[config.mk]
export PLATFORM = sky130hd
export DESIGN_NAME = mem_loader
export DESIGN_NICKNAME = d
export VERILOG_FILES = /design/src/rtl/mem_loader.sv
export SDC_FILE = /design/constraint.sdc
export NUM_CORES = 1
export LEC_CHECK = 0
export CORE_UTILIZATION = 55
export DETAILED_ROUTE_END_ITERATION = 16
export PLACE_DENSITY_LB_ADDON = 0.15
export RECOVER_POWER = 100
export SYNTH_ARGS = -nofsm -noshare
export SYNTH_HDL_FRONTEND = slang
export SYNTH_SLANG_ARGS = --single-unit
[constraint.sdc]
create_clock -name clock -period 4.5 [get_ports clock]
set_input_delay 0.675 -clock clock [delete_from_list [all_inputs] [get_ports clock]]
set_output_delay 0.675 -clock clock [all_outputs]
set_load 0.1 [all_outputs]
[src/rtl/mem_loader.sv]
// mem_loader: byte-stream loader that writes framed words into instruction/data memory, then releases the CPU
module mem_loader #(
  parameter logic [7:0] IMEM_CMD = 8'h49,
  parameter logic [7:0] DMEM_CMD = 8'h44,
  parameter logic [7:0] GO_CMD = 8'h47
) (
  input  logic        clock,
  input  logic        reset,
  input  logic [7:0]  in_data,
  input  logic        in_valid,
  output logic        in_ready,
  output logic [0:31] mem_addr,
  output logic [0:31] mem_wdata,
  output logic        imem_we,
  output logic        dmem_we,
  output logic        cpu_hold,
  output logic        done,
  output logic        err
);
  typedef enum logic [2:0] {CMD, ADDR, COUNT, DATA, WRITE, DONE, ERR} state_t;
  state_t state, next;
  logic [31:0] addr, word;
  logic [15:0] count;
  logic [1:0] bcnt;
  logic imem_sel;
  logic acc;
  assign acc = in_valid & in_ready;
  assign in_ready = state == CMD || state == ADDR || state == COUNT || state == DATA;
  assign imem_we = state == WRITE && imem_sel;
  assign dmem_we = state == WRITE && !imem_sel;
  assign cpu_hold = state != DONE;
  assign done = state == DONE;
  assign err = state == ERR;
  assign mem_addr = addr;
  assign mem_wdata = word;
  // state register
  always_ff @(posedge clock or posedge reset)
    if (reset) state <= CMD;
    else state <= next;
  // next-state decode; DONE and ERR have no exit
  always_comb begin
    next = state;
    case (state)
      CMD:   if (acc) next = (in_data == IMEM_CMD || in_data == DMEM_CMD) ? ADDR : (in_data == GO_CMD) ? DONE : ERR;
      ADDR:  if (acc && bcnt == 2'd3) next = COUNT;
      COUNT: if (acc && bcnt == 2'd1) next = ({count[7:0], in_data} == 16'd0) ? CMD : DATA;
      DATA:  if (acc && bcnt == 2'd3) next = WRITE;
      WRITE: next = (count == 16'd1) ? CMD : DATA;
      default: next = state;
    endcase
  end
  // field assembly; each field is shifted in MSB first so idle cycles simply hold it
  always_ff @(posedge clock or posedge reset)
    if (reset) begin
      addr <= '0;
      word <= '0;
      count <= '0;
      bcnt <= '0;
      imem_sel <= 1'b0;
    end else begin
      case (state)
        CMD:   if (acc) begin
          imem_sel <= in_data == IMEM_CMD;
          bcnt <= '0;
        end
        ADDR:  if (acc) begin
          addr <= {addr[23:0], in_data};
          bcnt <= bcnt + 2'd1;
        end
        COUNT: if (acc) begin
          count <= {count[7:0], in_data};
          bcnt <= (bcnt == 2'd1) ? 2'd0 : bcnt + 2'd1;
        end
        DATA:  if (acc) begin
          word <= {word[23:0], in_data};
          bcnt <= bcnt + 2'd1;
        end
        WRITE: begin
          addr <= addr + 32'd4;
          count <= count - 16'd1;
        end
        default: ;
      endcase
    end
endmodule

==> impl_results.md <==
- Largest cells by area after synthesis: dfrtp_1 (48%), mux2_2 (8.0%), nor2_1 (4.6%), a211oi_1 (4.0%), nand2_1 (2.9%)
- Share of the synthesized area in the top cell type: 47.7%
- Setup CP Type: reg -> out
- Clock Latency Late Sink: 0.36 ns
- Setup_tns: 0 ns
- Setup Fix Bufs, Post-CTS: 0
- EDFF count, synth: 0
- Synth Area in Adders: 1.94%
- Reg2reg setup slack: 1.12 ns
- Area growth, synth to finish: 22.7%
- Die W: 92.6 um
- Simple-Gate Fraction of Synth Area: 21.6%
- Clock Path Buffers: 2
- DR vias: 4006
- Core Box Area: 0.00785 mm^2
- Routed Antenna Nets: 0
- Syn avg cell area: 9.79 um^2
- Post-Synthesis Net Count: 479
- Multi-input logic area: 0.00216 mm^2
- Failing checks: capacitance limit, slew limit
- Fin. Hold Viols: 0
- Slowest cell on the critical path: dlygate4sd3_1
- Die area: 0.00857 mm^2
- Async SR Flop Fraction: 100%
- Layout cells sized above 1: 11.3%
- Initial antenna violation count: 0
- Placer Congestion: 0.850
- ANT cells: 0
- Max Cap Viol: 2
- Most used DFF post-synth: dfrtp_1
- Worst Path Required: 3.83 ns
- Slew @ Worst Pin: 2.20 ns
- Post-route DRC: 0
- Hold_sp: mem_wdata[7]
- YS warnings: 0
- DRC marker count from the first detailed-route iteration: 385
- CTS Buf Count: 9
- Post-Synthesis Cells: 461
- Nature of the critical path startpoint: flip-flop
- Pins Over Slew Limit: 83
- Total GRT Usage: 27.2%
- Worst path buffer plus inverter count: 3
- Clock slew at reported path FFs: 0.09 ns
- Cell Area, Synth: 0.00451 mm^2
- Reg2reg start: state[0]
- Slew headroom: -47.3%
- Total gr overflow: 0
- Fin crit period: 3.56 ns
- Post-synthesis sequential area ratio: 47.7%
- Largest net degree at the start of global routing: 50
- CP most frequent cell: inv_1
- First-pass GRT wire length: 18300 um
- Worst-path fanout max: 15
- Synth Register Bits: 86
- F_max: 0.281 GHz
- Sink Count: 86
- Synth Area in XOR/XNOR: 0%
- Synth cell types: 59
- Root Driver: clkbuf_8
- Compound-Gate Fraction of Synth Area: 16.4%
- Hold Buf Count CTS: 0
- Layout Nets: 546
- Clk_skew: 0.0105 ns
- Chip height: 92.6 um
- Slowest stage delay, CP: 1.20 ns
- Largest area contributor in the netlist: dfrtp_1
- Commonest non-fill, non-tap cells in the layout: dfrtp_1 (86), dlygate4sd3_1 (73), nor2_1 (56)
- Drt via density: 6.31
- Starting Density: 57.5%
- Vias in the first global route: 3722
- Worst min path class: reg -> reg
- WP data arrival: 2.89 ns
- Htree depth: 3
- Crit path max-delay family: buffers and inverters
- Reg area: 0.00215 mm^2
- Post-synthesis mux area share: 8.43%
- Fillcell total: 630
- Largest family of logic cells by synthesized area: simple AND/OR/NAND/NOR gates
- Site row count: 32
- CP Launch Point: state[0]
- Setup violations, final: 0
- CTS tree: built
- Crit. End Element: primary output
- Drt first pass iters: 7
- Detailed placement HPWL: 7550 um
- Commonest non-fill, non-tap cell in the layout: dfrtp_1
- I/O Pins: 81
- Final worst-path cycle share: 79.2%
- Final Core Density: 70.6%
- Wirelength per Cell: 17.5 um
- Status: complete, but fails checks
- Drt total wl: 11100 um
- RSZ-0062 raised after global routing: no
- I/O Buffers: 80
- Cts repair resizes: 0
- Critical Path, Cell by Cell: inv_1 > or3_1 > inv_1 > dlygate4sd3_1
per-stage QoR:
| step | area, um^2 | hold slack [ns] | std cells | setup WS, ns |
|---|---|---|---|---|
| after CTS | 5590 | 0.517 | 635 | 1.01 |
| after global placement | 5370 | 0.481 | 619 | 1.48 |
| after detailed placement | 5370 | 0.496 | 619 | 1.41 |
| final | 5540 | 0.507 | 635 | 0.938 |
| after floorplan | 4510 | 0.460 | 461 | 1.25 |
| after global routing | 5540 | 0.534 | 635 | 0.842 |
cell type report:
| cell class | count | area share (%) |
|---|---|---|
| multi-input combinational | 331 | 39.0 |
| sequential | 86 | 38.9 |
| inverter | 16 | 1.11 |
| tap | 102 | 2.31 |
| timing repair buffer | 84 | 14.8 |
| clock buffer | 10 | 2.31 |
| clock inverter | 6 | 1.67 |
final timing paths:
check                                endpoint  cells past startpoint
worst max-delay path                     done                      4
worst min-delay path             mem_wdata[7]                      1
worst max register to register   mem_addr[11]                      5
worst min register to register   mem_wdata[7]                      1
max in group asynchronous       mem_wdata[20]                      3
min in group asynchronous         mem_addr[1]                      2
routing by layer:
layer	track usage (%)	vias up	wire, um
li1	-	1857	-
met1	36.6	1921	4660
met2	44.0	203	5460
met3	4.76	25	801
met4	10.4	0	223
met5	0	-	0
cells by family (layout without fill, tap and decap cells):
kind of cell	after synthesis	in the layout
AO/OA/AOI/OAI	106	106
adder cells (fa/ha/maj)	7	7
buffers and inverters	44	116
multiplexers	34	34
flip-flops	86	86
AND/OR/NAND/NOR	184	184
Yosys cell counts (4+ instances only):
cell,instances
mux2_2,32
o22ai_1,5
o211ai_1,6
dfrtp_1,86
and4_1,6
a311oi_1,14
a21oi_1,19
nor2_1,55
inv_1,16
nor2b_1,5
clkbuf_1,23
o21ai_0,16
nand3_1,15
and3_1,10
nor4_1,4
or3_1,4
ha_1,7
nand4_1,4
nor3_1,20
nand2_1,35
a211oi_1,24
worst reg2reg max path, delay by kind of cell, from the launching register on:
kind | cells | cell delay, ns
AO/OA/AOI/OAI | 2 | 0.29
flip-flops | 1 | 0.53
AND/OR/NAND/NOR | 3 | 2.48
flip-flops by register name, indices dropped and copies added (netlist names):
name,cells
mem_addr,32
mem_wdata,32
count,16
state,3
bcnt,2
imem_sel,1
Power is not shown: default switching activity piles up to over one toggle a cycle in this logic, so the estimate is an artifact.
